File: src/rtl/fetch_unit_pkg.sv
`default_nettype none
// ============================================================================
// fetch_unit_pkg : shared fetch-state encoding and reset-PC default
// Revision 1.0
// ============================================================================
package fetch_unit_pkg;

   localparam logic [31:0] DEFAULT_RESET_PC = 32'h0000_0000;

   typedef enum logic [1:0] {
      FETCH_REQ   = 2'd0,
      FETCH_WAIT  = 2'd1,
      FETCH_DRAIN = 2'd2
   } fetch_state_t;

endpackage
`default_nettype wire

File: src/rtl/fetch_unit_fifo.sv
`default_nettype none
// ============================================================================
// fetch_fifo : prefetch FIFO holding {pc, instr}; flush dominates push/pop
// Revision 1.0
// ============================================================================
module fetch_fifo #(
   parameter int WIDTH = 64,
   parameter int DEPTH = 2,
   parameter int CNT_W = $clog2(DEPTH + 1)
) (
   input  logic             clk,
   input  logic             rst,
   input  logic             push,
   input  logic [WIDTH-1:0] push_data,
   input  logic             pop,
   input  logic             flush,
   output logic [WIDTH-1:0] head_data,
   output logic [CNT_W-1:0] count
);

   localparam int              PTR_W   = $clog2(DEPTH);
   localparam logic [CNT_W-1:0] DEPTH_C = CNT_W'(DEPTH);

   logic [WIDTH-1:0] mem [DEPTH];
   logic [PTR_W-1:0] rd_ptr;
   logic [PTR_W-1:0] wr_ptr;
   logic             do_push;
   logic             do_pop;

   assign do_push   = push && (count != DEPTH_C);
   assign do_pop    = pop && (count != '0);
   assign head_data = mem[rd_ptr];

   // Storage is cleared on reset so the presented head reads zero when idle.
   always_ff @(posedge clk or negedge rst) begin
      if (!rst) begin
         for (int i = 0; i < DEPTH; i++) mem[i] <= '0;
         rd_ptr <= '0;
         wr_ptr <= '0;
         count  <= '0;
      end else if (flush) begin
         rd_ptr <= '0;
         wr_ptr <= '0;
         count  <= '0;
      end else begin
         if (do_push) begin
            mem[wr_ptr] <= push_data;
            wr_ptr      <= wr_ptr + 1'b1;
         end
         if (do_pop) rd_ptr <= rd_ptr + 1'b1;
         case ({do_push, do_pop})
            2'b10:   count <= count + 1'b1;
            2'b01:   count <= count - 1'b1;
            default: count <= count;
         endcase
      end
   end

endmodule
`default_nettype wire

File: src/rtl/fetch_unit.sv
`default_nettype none
// ============================================================================
// fetch_unit : PC owner, single-outstanding imem requester and decode feeder
// Revision 1.0
// ============================================================================
module fetch_unit
   import fetch_unit_pkg::*;
#(
   parameter int             XLEN       = 32,
   parameter logic [XLEN-1:0] RESET_PC  = XLEN'(DEFAULT_RESET_PC),
   parameter int             FIFO_DEPTH = 2
) (
   input  logic            clk,
   input  logic            rst,
   output logic            imem_req_valid,
   input  logic            imem_req_ready,
   output logic [XLEN-1:0] imem_req_addr,
   input  logic            imem_rsp_valid,
   input  logic [XLEN-1:0] imem_rsp_data,
   input  logic            redirect_valid,
   input  logic [XLEN-1:0] redirect_pc,
   input  logic            halt,
   output logic            out_valid,
   input  logic            out_ready,
   output logic [XLEN-1:0] out_pc,
   output logic [XLEN-1:0] out_instr
);

   localparam int               CNT_W   = $clog2(FIFO_DEPTH + 1);
   localparam logic [CNT_W-1:0] DEPTH_C = CNT_W'(FIFO_DEPTH);

   fetch_state_t      state;
   fetch_state_t      state_nxt;
   logic [XLEN-1:0]   fetch_pc;
   logic [XLEN-1:0]   fetch_pc_nxt;
   logic [XLEN-1:0]   req_pc;
   logic [CNT_W-1:0]  count;
   logic [2*XLEN-1:0] head;
   logic              req_hs;
   logic              push;
   logic              pop;
   logic              flush;
   logic              unused_redirect_lsbs;

   // Redirect targets are forced word-aligned; the dropped bits are intentionally ignored.
   assign unused_redirect_lsbs = ^redirect_pc[1:0];

   assign imem_req_valid = (state == FETCH_REQ) && !halt && !redirect_valid && (count < DEPTH_C);
   assign imem_req_addr  = fetch_pc;
   assign req_hs         = imem_req_valid && imem_req_ready;
   assign out_valid      = (count != '0) && !redirect_valid;
   assign pop            = out_valid && out_ready;
   assign out_pc         = head[2*XLEN-1:XLEN];
   assign out_instr      = head[XLEN-1:0];

   always_ff @(posedge clk or negedge rst) begin
      if (!rst) begin
         state    <= FETCH_REQ;
         fetch_pc <= RESET_PC;
         req_pc   <= RESET_PC;
      end else begin
         state    <= state_nxt;
         fetch_pc <= fetch_pc_nxt;
         if (req_hs) req_pc <= fetch_pc;
      end
   end

   always_comb begin
      state_nxt    = state;
      fetch_pc_nxt = fetch_pc;
      push         = 1'b0;
      flush        = 1'b0;
      if (redirect_valid) begin
         flush        = 1'b1;
         fetch_pc_nxt = {redirect_pc[XLEN-1:2], 2'b00};
         // An in-flight response still has to be swallowed before refetching.
         if ((state == FETCH_WAIT || state == FETCH_DRAIN) && !imem_rsp_valid)
            state_nxt = FETCH_DRAIN;
         else
            state_nxt = FETCH_REQ;
      end else begin
         case (state)
            FETCH_REQ: begin
               if (req_hs) begin
                  state_nxt    = FETCH_WAIT;
                  fetch_pc_nxt = fetch_pc + XLEN'(4);
               end
            end
            FETCH_WAIT: begin
               if (imem_rsp_valid) begin
                  push      = 1'b1;
                  state_nxt = FETCH_REQ;
               end
            end
            FETCH_DRAIN: begin
               if (imem_rsp_valid) state_nxt = FETCH_REQ;
            end
            default: state_nxt = FETCH_REQ;
         endcase
      end
   end

   fetch_fifo #(
      .WIDTH (2 * XLEN),
      .DEPTH (FIFO_DEPTH),
      .CNT_W (CNT_W)
   ) u_fifo (
      .clk       (clk),
      .rst       (rst),
      .push      (push),
      .push_data ({req_pc, imem_rsp_data}),
      .pop       (pop),
      .flush     (flush),
      .head_data (head),
      .count     (count)
   );

endmodule
`default_nettype wire

File: config.mk
export PLATFORM = sky130hd
export DESIGN_NAME = fetch_unit
export DESIGN_NICKNAME = d
export VERILOG_FILES = /design/src/rtl/fetch_unit_pkg.sv /design/src/rtl/fetch_unit_fifo.sv /design/src/rtl/fetch_unit.sv
export SDC_FILE = /design/constraint.sdc
export NUM_CORES = 1
export LEC_CHECK = 0
export ABC_CLOCK_PERIOD_IN_PS = 2750
export CAP_MARGIN = 5
export CORE_MARGIN = 1.5
export CORE_UTILIZATION = 40
export CTS_BUF_LIST = sky130_fd_sc_hd__clkbuf_4
export CTS_CLUSTER_DIAMETER = 30
export DETAILED_ROUTE_END_ITERATION = 8
export DONT_BUFFER_PORTS = 1
export GPL_TIMING_DRIVEN = 0
export MAX_ROUTING_LAYER = met4
export PLACE_DENSITY = 0.6
export SLEW_MARGIN = 20
export SYNTH_ARGS = -nofsm -noshare
export SYNTH_HDL_FRONTEND = slang
export SYNTH_SLANG_ARGS = --single-unit
export TNS_END_PERCENT = 20
File: constraint.sdc
create_clock -name clk -period 2.75 [get_ports clk]
set_input_delay 0.275 -clock clk [delete_from_list [all_inputs] [get_ports clk]]
set_output_delay 0.275 -clock clk [all_outputs]
set_load 0.005 [all_outputs]
==> results of run 1 <==
## area by class of cell
cell class,count,area (µm²),share of cell area (%)
diodes,1,2.50,0.0250
repair buffers,69,686,6.86
clock inverters,15,193,1.93
flip-flops and latches,190,4750,47.5
multi-input cells,465,3630,36.3
well taps,275,344,3.44
clock buffers,17,128,1.28
plain buffers,44,209,2.09
inverters,14,52.6,0.526
## power by group through the flow
| stage | combinational [mW] | sequential [mW] | clock, mW |
|---|---|---|---|
| final | 1.10 | 3.60 | 1.61 |
| after global routing | 1.20 | 3.67 | 1.81 |
| after CTS | 1.12 | 3.60 | 1.68 |
| after detailed placement | 1.02 | 3.66 | 0 |
| after global placement | 0.983 | 3.62 | 0 |
| after floorplan | 0.823 | 3.52 | 0 |
## per-stage QoR
step | TNS [ns] | total power, mW
5_1_grt | -1.58 | 6.68
4_1_cts | 0 | 6.40
6_report | 0 | 6.31
3_3_place_gp | -38.32 | 4.60
3_5_place_dp | -0.0772 | 4.68
2_1_floorplan | 0 | 4.35
## cell families (layout without fill, tap and decap cells)
group,count (synthesis),after routing,share of synthesized area (%)
AOI/OAI and AO/OA,68,68,5.68
xor gates and xnor gates,2,2,0.203
adders and majority gates,3,3,0.436
buffers and inverters,58,159,2.88
DFF,190,190,55.2
muxes,188,188,24.6
other,1,5,0.0435
and+or+nand+nor,200,200,11.0
## layer usage
layer	part of all wire [%]	global-route usage [%]	vias to the layer above
met5	0	-	-
li1	-	-	2750
met1	43	25.9	3040
met2	50	33.6	227
met4	1.1	5.15	0
met3	5.8	4.24	14
## placed cells by master, fill, tap and decap left out, types with 4 or more instances in the layout
cell                            synthesis  routed
sky130_fd_sc_hd__a21oi_1                7       7
sky130_fd_sc_hd__a31oi_1                4       4
sky130_fd_sc_hd__and2_1                 4       4
sky130_fd_sc_hd__and3_1                 4       4
sky130_fd_sc_hd__buf_4                  4       6
sky130_fd_sc_hd__clkbuf_1              32      25
sky130_fd_sc_hd__clkbuf_2               0       9
sky130_fd_sc_hd__clkbuf_4               0      17
sky130_fd_sc_hd__clkinv_8               0       4
sky130_fd_sc_hd__conb_1                 1       4
sky130_fd_sc_hd__dfrtp_1              190     190
sky130_fd_sc_hd__dlygate4sd3_1          0      67
sky130_fd_sc_hd__inv_1                 13      13
sky130_fd_sc_hd__inv_6                  0       4
sky130_fd_sc_hd__inv_8                  0       4
sky130_fd_sc_hd__mux2_2               188     188
sky130_fd_sc_hd__nand2_1              104     104
sky130_fd_sc_hd__nand3_1               15      15
sky130_fd_sc_hd__nand4_1               13      13
sky130_fd_sc_hd__nor2_1                21      21
sky130_fd_sc_hd__nor3_1                 5       5
sky130_fd_sc_hd__nor4_1                 8       7
sky130_fd_sc_hd__o211ai_1               6       6
sky130_fd_sc_hd__o21ai_0               14      14
sky130_fd_sc_hd__o22ai_1                4       4
sky130_fd_sc_hd__o311ai_0              10      10
sky130_fd_sc_hd__or4_1                 12      12
## worst max-delay path, delay by kind of cell, from the launching register on
family	cells	cell delay (ns)
buffers and inverters	3	1.08
and+or+nand+nor	3	0.48
muxes	1	0.41
DFF	1	0.40
adders and majority gates	1	0.20
## what timing repair did
| item | 4_1_cts | 5_1_grt |
|---|---|---|
| hold endpoints to repair | 290 | 190 |
| gates resized for setup | 4 | 12 |
| endpoints found under the setup margin | 23 | 94 |
| buffers inserted | 0 | 1 |
## path summary, 6_finish.rpt
| path | start | endpoint | slack (ns) |
|---|---|---|---|
| worst max-delay path | state[1]$_DFFE_PN0P_ | u_fifo.mem[15]$_DFFE_PN0P_ | 0.09 |
| worst min-delay path | rst | u_fifo.mem[87]$_DFFE_PN0P_ | -0.63 |
| worst max register to register | state[1]$_DFFE_PN0P_ | u_fifo.mem[15]$_DFFE_PN0P_ | 0.09 |
| worst min register to register | u_fifo.mem[62]$_DFFE_PN0P_ | u_fifo.mem[62]$_DFFE_PN0P_ | 0.52 |
| max in group asynchronous | rst | u_fifo.mem[62]$_DFFE_PN0P_ | 3.15 |
| min in group clk | imem_rsp_valid | u_fifo.count[1]$_DFFE_PN0P_ | 0.12 |
## registers in the layout (all words and copies together) (netlist names)
name / cells
u_fifo.wr_ptr: 1
req_pc: 30
state: 2
u_fifo.count: 2
u_fifo.mem: 124
u_fifo.rd_ptr: 1
imem_req_addr: 30
==> flow_summary_export.csv, run 1 <==
group,metric,value,unit
timing,setup_slack,0.0890,ns
setup_path,critical_path_peak_fanout,10,
logic_synthesis,sequential_element_share_of_the_synthesized_area,55.2,%
power,p_leak,4.65,nW
setup_path,critPathLaunchType,"register",
timing,slew_headroom,53.1,%
clock_tree,cts_inserted_buffers,17,
logic_synthesis,ys.flop_type,"sky130_fd_sc_hd__dfrtp_1",
flow_run,maxCapViolCount,0,
timing,final_min_period_over_clock_period,96.8,%
route,routedWlPerCell,20.0,µm
logic_synthesis,netlist_area,0.00862,mm²
cells_and_area,fraction_of_the_core_area_covered_by_cells_at_the_end_of_the_flow,47.4,%
logic_synthesis,postSynth.asyncResetShare,100,%
global_route,grt_start_max_net_pins,191,
setup_path,r2r_cells,8,
die,core_area,0.0211,mm²
clock_tree,clock-sinks,190,
die,dieWidth,150,µm
setup_path,cpMostUsedCell,"sky130_fd_sc_hd__clkbuf_1",
logic_synthesis,postSynthRegisterBits,190,
placed_design,placed_cells,989,
clock_tree,tritoncts,"yes",
timing,tightest_slew,0.704,ns
power,part_of_the_total_power_dissipated_in_the_clock_network,25.5,%
timing,whs,-0.635,ns
logic_synthesis,synth.top_cell.area_share,55.2,%
placed_design,gp_routability_congestion,0.859,
clock_tree,ctsHoldBuffers,67,
setup_path,critical-path-slowest-cell,"sky130_fd_sc_hd__clkbuf_1",
logic_synthesis,yosysUniqueCellTypes,51,
global_route,antenna_found_initial,1,
cells_and_area,filler_cell_count,1891,
clock_tree,clockRootBuffer,"sky130_fd_sc_hd__clkbuf_4",
timing,setup_clock_skew_after_layout,0.0295,ns
setup_path,critical_path_required,3.22,ns
power,comb_pwr_share,17.4,%
setup_path,critPathCaptureType,"register",
logic_synthesis,cell_types_occupying_the_most_area_after_synthesis,"sky130_fd_sc_hd__dfrtp_1, sky130_fd_sc_hd__mux2_2, sky130_fd_sc_hd__nand2_1",
route,route.antenna.remaining_nets,0,
global_route,grt_pass1_vias,6143,
worst_hold_path,hp-class,"input port to asynchronous set/reset pin",
clock_tree,cts.htree.levels,4,
timing,hold_violations,190,
clock_tree,clockBufferDepth,2,
setup_path,worst-setup-path-type,"register to register",
placed_design,dpl_cell_area,0.00898,mm²
power,p_int,4.38,mW
die,fp_rows,53,
timing,timing.fmax,0.376,GHz
route,detailed_routing_iterations_pass_1,5,
timing,layout_min_cycle_time,2.66,ns
die,fp.dieArea,0.0224,mm²
cells_and_area,design.final.nets,875,
global_route,gr-usage-all-layers,20.5,%
logic_synthesis,synth_most_common_cell,"sky130_fd_sc_hd__dfrtp_1",
logic_synthesis,count_of_flip_flops_with_a_built_in_enable_after_synthesis,0,
power,power.switching_fraction,30.7,%
timing,number_of_max_slew_violations_in_the_final_report,0,
logic_synthesis,synth_area_per_cell,12.1,µm²
cells_and_area,stdcell_count,1090,
power,power_frac_seq,57.1,%
cells_and_area,drive_gt1_share,30.3,%
die,floorplan.io_pins,169,
power,power-per-cell-area,631,mW/mm²
setup_path,critPathArrivalTime,3.13,ns
logic_synthesis,synthCells,710,
setup_path,cp_cell_sequence,"inv_1 > ha_1 > nand2_1 > nor2_1 > and3_1 > clkbuf_1 > clkbuf_1 > mux2_2",
route,postRouteWirelength,21800,µm
global_route,grt_overflow,0,
route,remaining_drc_errors,0,
die,initial_utilization,40.9,%
logic_synthesis,yosys_warnings,0,
placed_design,dpl.hpwl,15500,µm
setup_path,cp_slowest_stage_delay,0.53,ns
timing,grt_setup_unrepaired,"true",
route,detail_route.vias_per_cell,5.53,
route,first_iter_violations,329,
route,route.vias.total,6031,
cells_and_area,final_instance_area,0.0100,mm²
global_route,grt_first_pass_wirelength,34100,µm
placed_design,preCtsSetupSlack,-0.0273,ns
placed_design,port_buffers,0,
run_status,status,"finished, violations left",
clock_tree,clk-insertion-delay-late,0.58,ns
clock_tree,cts.clk_slew.worst_paths,0.17,ns
logic_synthesis,post_synth_most_frequent_cells,"sky130_fd_sc_hd__dfrtp_1, sky130_fd_sc_hd__mux2_2, sky130_fd_sc_hd__nand2_1",
timing,setup_viol,0,
cells_and_area,area_added_between_synthesis_and_finish,16.1,%
run_status,violated_checks,"hold timing",
power,vdd_ir_drop_max,0.261,mV
logic_synthesis,netlist.top_cell.by_area,"sky130_fd_sc_hd__dfrtp_1",
die,die_height,150,µm
power,netSwitchingPower,1.94,mW
Note: power is estimated with default switching activity, not from simulation.
==> run 2: changes to the inputs <==
- ABC_CLOCK_PERIOD_IN_PS: 2750 -> 3100
- SKIP_CTS_REPAIR_TIMING: default -> 1
- SKIP_LAST_GASP: default -> 1
- clock period: 2.75 -> 3.1 ns (I/O delays scaled with it)
==> run 2 against run 1 <==
Compared with the run above: the run still ends with hold timing left; sequential power fell by 11%; register-to-register slack improved by 0.20 ns; final area fell by 0.51%; power fell by 11%; die area did not move; global-route usage fell by 0.48 points; sequential share of layout area rose by 0.25 points; via count fell by 0.46%; cell count fell by 0.37%; critical path depth rose by 1; sequential cell count did not move; combinational power fell by 12%; critical path type unchanged.
==> flow_summary_export.csv, run 2 (synthesis results as in run 1) <==
group,metric,value,unit
setup_path,cpLargestDelayFamily,"buffers and inverters",
cells_and_area,layout_commonest_cell,"sky130_fd_sc_hd__dfrtp_1",
global_route,grt_overflow,0,
die,floorplan.io_pins,169,
timing,timing.fmax,0.356,GHz
timing,slew_headroom,51.8,%
global_route,grt_start_max_net_pins,191,
clock_tree,clk-insertion-delay-late,0.59,ns
global_route,antenna_found_initial,1,
global_route,grt_first_pass_wirelength,33100,µm
global_route,gr-usage-all-layers,20.0,%
route,postRouteWirelength,21900,µm
route,first_iter_violations,307,
route,route.vias.total,6003,
setup_path,critical-path-slowest-cell,"sky130_fd_sc_hd__clkbuf_1",
run_status,violated_checks,"hold timing",
worst_hold_path,hp-class,"input port to asynchronous set/reset pin",
timing,final_min_period_over_clock_period,90.6,%
cells_and_area,largest_register_ff_count,124,
cells_and_area,filler_cell_count,1905,
cells_and_area,drive_gt1_share,29.0,%
setup_path,critical_path_peak_fanout,10,
setup_path,worst-setup-path-type,"register to register",
placed_design,placed_cells,989,
timing,setup_clock_skew_after_layout,0.0298,ns
clock_tree,tritoncts,"yes",
clock_tree,cts.clk_slew.worst_paths,0.17,ns
die,die_height,150,µm
global_route,grt_pass1_vias,5886,
cells_and_area,multi_input_area,0.00363,mm²
route,detail_route.vias_per_cell,5.53,
setup_path,r2r_slack,0.29,ns
setup_path,cp_slowest_stage_delay,0.51,ns
placed_design,gp_routability_congestion,0.859,
cells_and_area,stdcell_count,1086,
cells_and_area,area_added_between_synthesis_and_finish,15.5,%
timing,grt_setup_unrepaired,"false",
setup_path,critical_path_required,3.62,ns
clock_tree,clockRootBuffer,"sky130_fd_sc_hd__clkbuf_4",
cells_and_area,max_flop_register,"u_fifo.mem",
die,initial_utilization,40.9,%
placed_design,dpl.hpwl,15500,µm
timing,whs,-0.607,ns
die,fp_rows,53,
setup_path,crit_buf_inv,4,
die,fp.dieArea,0.0224,mm²
timing,hold_violations,190,
clock_tree,clockBufferDepth,2,
timing,tightest_slew,0.723,ns
clock_tree,cts.htree.levels,4,
flow_run,maxCapViolCount,0,
cells_and_area,design.final.nets,871,
power,vdd_ir_drop_max,0.231,mV
setup_path,critPathLaunchType,"register",
die,core_area,0.0211,mm²
clock_tree,clock-sinks,190,
timing,number_of_max_slew_violations_in_the_final_report,0,
clock_tree,cts_inserted_buffers,17,
route,detailed_routing_iterations_pass_1,4,
placed_design,port_buffers,0,
timing,setup_tns,0,ns
setup_path,cpMostUsedCell,"sky130_fd_sc_hd__nand2_1",
timing,layout_min_cycle_time,2.81,ns
run_status,status,"finished, violations left",
setup_path,critPathCaptureType,"register",
setup_path,critPathArrivalTime,3.33,ns
route,route.antenna.remaining_nets,0,
route,remaining_drc_errors,0,
power,p_leak,4.60,nW
setup_path,cp_cell_sequence,"inv_1 > ha_1 > or4b_4 > buf_6 > nor2_1 > clkbuf_1 > buf_1 > nand2_1 > nand2_1",
die,dieWidth,150,µm
cells_and_area,ff_latch_area,0.00475,mm²
power,power-per-cell-area,563,mW/mm²
timing,setup_viol,0,
cells_and_area,layout.cells.most_common_list,"sky130_fd_sc_hd__dfrtp_1, sky130_fd_sc_hd__mux2_2, sky130_fd_sc_hd__nand2_1",
route,routedWlPerCell,20.2,µm
-- run 2: cell count changes in the layout (fill, tap and decap cells not counted) --
cell / previous run / this run
sky130_fd_sc_hd__buf_1: 2 / 6
sky130_fd_sc_hd__dlygate4sd3_1: 67 / 64
sky130_fd_sc_hd__clkbuf_2: 9 / 0
sky130_fd_sc_hd__clkbuf_1: 25 / 32
sky130_fd_sc_hd__buf_2: 2 / 0
sky130_fd_sc_hd__buf_4: 6 / 5
-- run 2: cell type report --
cell class,instances,area share (%)
plain buffers,44,1.96
flip-flops and latches,190,47.8
multi-input cells,465,36.5
well taps,275,3.46
repair buffers,65,6.51
clock buffers,17,1.28
inverters,14,0.528
clock inverters,15,1.94
diodes,1,0.0252
-- run 2: worst paths after layout --
path	startpoint	end	depth (start not counted)
worst max-delay path	state[1]$_DFFE_PN0P_	req_pc[29]$_DFFE_PN0P_	9
worst min-delay path	rst	u_fifo.mem[87]$_DFFE_PN0P_	0
worst max register to register	state[1]$_DFFE_PN0P_	req_pc[29]$_DFFE_PN0P_	9
worst min register to register	u_fifo.mem[62]$_DFFE_PN0P_	u_fifo.mem[62]$_DFFE_PN0P_	1
max in group asynchronous	rst	u_fifo.mem[62]$_DFFE_PN0P_	0
min in group clk	out_ready	u_fifo.count[0]$_DFFE_PN0P_	3
-- run 2: where the power goes --
group / switching (mW) / internal [mW]
registers: 0.312 / 2.89
clock network: 0.971 / 0.459
logic: 0.437 / 0.535
total: 1.72 / 3.88
-- run 2: metrics by stage --
stage                     power, mW  worst slack, ns  util, %  instance area [µm²]  hold WS [ns]
after global routing           5.92            0.116     47.2                 9950        -0.683
after floorplan                3.86            0.769        -                 8630        0.0144
final                          5.60            0.291     47.2                 9950        -0.607
after CTS                      5.60            0.278     44.1                 9310        -0.664
after detailed placement       4.15            0.323     42.6                 8980        0.0173
after global placement         4.08           -0.330     42.5                 8970        0.0185
-- run 2: worst register-to-register path, stage by stage, from the launching register on --
cell                       delay, ns
sky130_fd_sc_hd__dfrtp_1        0.39
sky130_fd_sc_hd__inv_1          0.09
sky130_fd_sc_hd__ha_1           0.20
sky130_fd_sc_hd__or4b_4         0.48
sky130_fd_sc_hd__buf_6          0.15
sky130_fd_sc_hd__nor2_1         0.28
sky130_fd_sc_hd__clkbuf_1       0.51
sky130_fd_sc_hd__buf_1          0.45
sky130_fd_sc_hd__nand2_1        0.13
sky130_fd_sc_hd__nand2_1        0.08
-- run 2: routing by layer --
metal  share of wire [%]  GRT usage, %
met2                  50          32.1
met3                 6.2          4.57
met5                   0             -
met1                  43          25.5
met4                 1.2          5.29
==> run 3: changes to the inputs <==
- CORE_MARGIN: 1.5 -> 4
==> run 3 against run 2 <==
Compared with the run above: the run still ends with hold timing left; via count about the same; register-to-register slack got worse by 0.06 ns; die area increased by 6.8%; first-iteration DRC count increased by 57%; core utilization about the same.
==> flow_summary_export.csv, run 3 (synthesis results as in run 1) <==
group,metric,value,unit
clock_tree,cts.clk_slew.worst_paths,0.16,ns
placed_design,preCtsSetupSlack,0.307,ns
die,die_height,155,µm
global_route,grt_first_pass_wirelength,34400,µm
setup_path,critPathCaptureType,"register",
setup_path,cpMostUsedCell,"sky130_fd_sc_hd__nand2_1",
timing,final_min_period_over_clock_period,92.6,%
route,detail_route.vias_per_cell,5.53,
die,core_area,0.0211,mm²
global_route,antenna_found_initial,1,
clock_tree,clockBufferDepth,2,
setup_path,crit_buf_inv,4,
power,power-per-cell-area,565,mW/mm²
cells_and_area,area_added_between_synthesis_and_finish,15.4,%
timing,whs,-0.586,ns
setup_path,cp_slowest_stage_delay,0.50,ns
setup_path,critical-path-slowest-cell,"sky130_fd_sc_hd__clkbuf_1",
die,fp_rows,53,
worst_hold_path,hp-class,"input port to asynchronous set/reset pin",
setup_path,critPathLaunchType,"register",
run_status,status,"finished, violations left",
clock_tree,clockRootBuffer,"sky130_fd_sc_hd__clkbuf_4",
clock_tree,tritoncts,"yes",
global_route,grt_overflow,0,
setup_path,cpLargestDelayFamily,"buffers and inverters",
clock_tree,cts_inserted_buffers,17,
power,p_leak,4.60,nW
global_route,grt_start_max_net_pins,191,
die,dieWidth,155,µm
clock_tree,clock-sinks,190,
flow_run,maxCapViolCount,0,
route,detailed_routing_iterations_pass_1,5,
cells_and_area,largest_register_ff_count,124,
timing,tightest_slew,0.722,ns
clock_tree,cts.htree.levels,4,
die,initial_utilization,40.9,%
route,route.vias.total,6007,
route,postRouteWirelength,21900,µm
setup_path,cp_cell_sequence,"inv_1 > ha_1 > or4b_4 > buf_6 > nor2_1 > clkbuf_1 > buf_1 > nand2_1 > nand2_1",
timing,setup_viol,0,
route,first_iter_violations,481,
cells_and_area,layout_commonest_cell,"sky130_fd_sc_hd__dfrtp_1",
setup_path,critical_path_peak_fanout,10,
die,floorplan.io_pins,169,
timing,slew_headroom,51.9,%
setup_path,worst-setup-path-type,"register to register",
setup_path,critPathArrivalTime,3.37,ns
placed_design,gp_routability_congestion,0.931,
cells_and_area,design.final.nets,871,
route,remaining_drc_errors,0,
timing,hold_violations,190,
timing,layout_min_cycle_time,2.87,ns
timing,setup_slack,0.231,ns
power,post_layout_total_power,5.62,mW
clock_tree,clk-insertion-delay-late,0.57,ns
placed_design,port_buffers,0,
run_status,violated_checks,"hold timing",
global_route,grt_pass1_vias,6061,
timing,number_of_max_slew_violations_in_the_final_report,0,
timing,grt_setup_unrepaired,"false",
route,routedWlPerCell,20.2,µm
power,vdd_ir_drop_max,0.208,mV
global_route,gr-usage-all-layers,18.8,%
die,fp.dieArea,0.0240,mm²
placed_design,dpl.hpwl,15700,µm
timing,timing.fmax,0.349,GHz
timing,setup_clock_skew_after_layout,0.0205,ns
route,route.antenna.remaining_nets,0,
cells_and_area,max_flop_register,"u_fifo.mem",
cells_and_area,drive_gt1_share,28.9,%
cells_and_area,layout.cells.most_common_list,"sky130_fd_sc_hd__dfrtp_1, sky130_fd_sc_hd__mux2_2, sky130_fd_sc_hd__nand2_1",
setup_path,critical_path_required,3.60,ns
## run 3: changes by cell type in the layout (fill, tap and decap cells not counted)
cell and change:
sky130_fd_sc_hd__bufinv_16 +2, sky130_fd_sc_hd__clkinv_1 +1, sky130_fd_sc_hd__inv_8 -2, sky130_fd_sc_hd__inv_6 -1
sky130_fd_sc_hd__clkinv_2 +2, sky130_fd_sc_hd__clkinv_8 -4, sky130_fd_sc_hd__clkinvlp_4 +2
## run 3: final timing paths
kind | startpoint | to | slack, ns | cells after the start
max reg2reg | state[1]$_DFFE_PN0P_ | req_pc[23]$_DFFE_PN0P_ | 0.23 | 9
min | rst | u_fifo.mem[89]$_DFFE_PN0P_ | -0.59 | 0
max | state[1]$_DFFE_PN0P_ | req_pc[23]$_DFFE_PN0P_ | 0.23 | 9
max in group asynchronous | rst | req_pc[14]$_DFFE_PN0P_ | 3.38 | 0
min reg2reg | req_pc[3]$_DFFE_PN0P_ | req_pc[3]$_DFFE_PN0P_ | 0.52 | 2
min in group clk | halt | req_pc[24]$_DFFE_PN0P_ | 0.08 | 3
## run 3: layer usage
| layer | track usage, % | vias to the layer above | routed length [µm] |
|---|---|---|---|
| met2 | 29.3 | 245 | 10900 |
| met5 | - | - | 0 |
| met4 | 5.42 | 0 | 316 |
| li1 | - | 2722 | - |
| met1 | 24.1 | 3015 | 9150 |
| met3 | 5.32 | 25 | 1540 |
## run 3: per-stage QoR
step	cells	utilization, %	TNS, ns	cell area, µm²	hold slack (ns)
CTS	1021	44.1	0	9300	-0.656
floorplan	713	-	0	8630	0.0144
global route	1086	47.1	0	9940	-0.676
detailed placement	989	42.6	0	8980	0.0186
global placement	988	42.5	-16.21	8970	0.0191
finish	1086	47.1	0	9940	-0.586
## run 3: layout make-up
| cell class | count | area [µm²] |
|---|---|---|
| diodes | 1 | 2.50 |
| repair buffers | 65 | 648 |
| multi-input cells | 465 | 3630 |
| clock buffers | 17 | 128 |
| fillers | 1883 | 11100 |
| plain buffers | 44 | 195 |
| clock inverters | 15 | 185 |
| inverters | 14 | 52.6 |
| flip-flops and latches | 190 | 4750 |
| well taps | 275 | 344 |
## run 3: worst register-to-register path: stages (launching register included)
cell	delay, ns
sky130_fd_sc_hd__dfrtp_1	0.38
sky130_fd_sc_hd__inv_1	0.10
sky130_fd_sc_hd__ha_1	0.21
sky130_fd_sc_hd__or4b_4	0.49
sky130_fd_sc_hd__buf_6	0.16
sky130_fd_sc_hd__nor2_1	0.31
sky130_fd_sc_hd__clkbuf_1	0.51
sky130_fd_sc_hd__buf_1	0.46
sky130_fd_sc_hd__nand2_1	0.14
sky130_fd_sc_hd__nand2_1	0.08
## run 3: power breakdown
group	internal [mW]	leakage, nW	switching (mW)
Clock	0.575	0.164	0.865
Sequential	2.89	2.51	0.315
Combinational	0.535	1.92	0.440
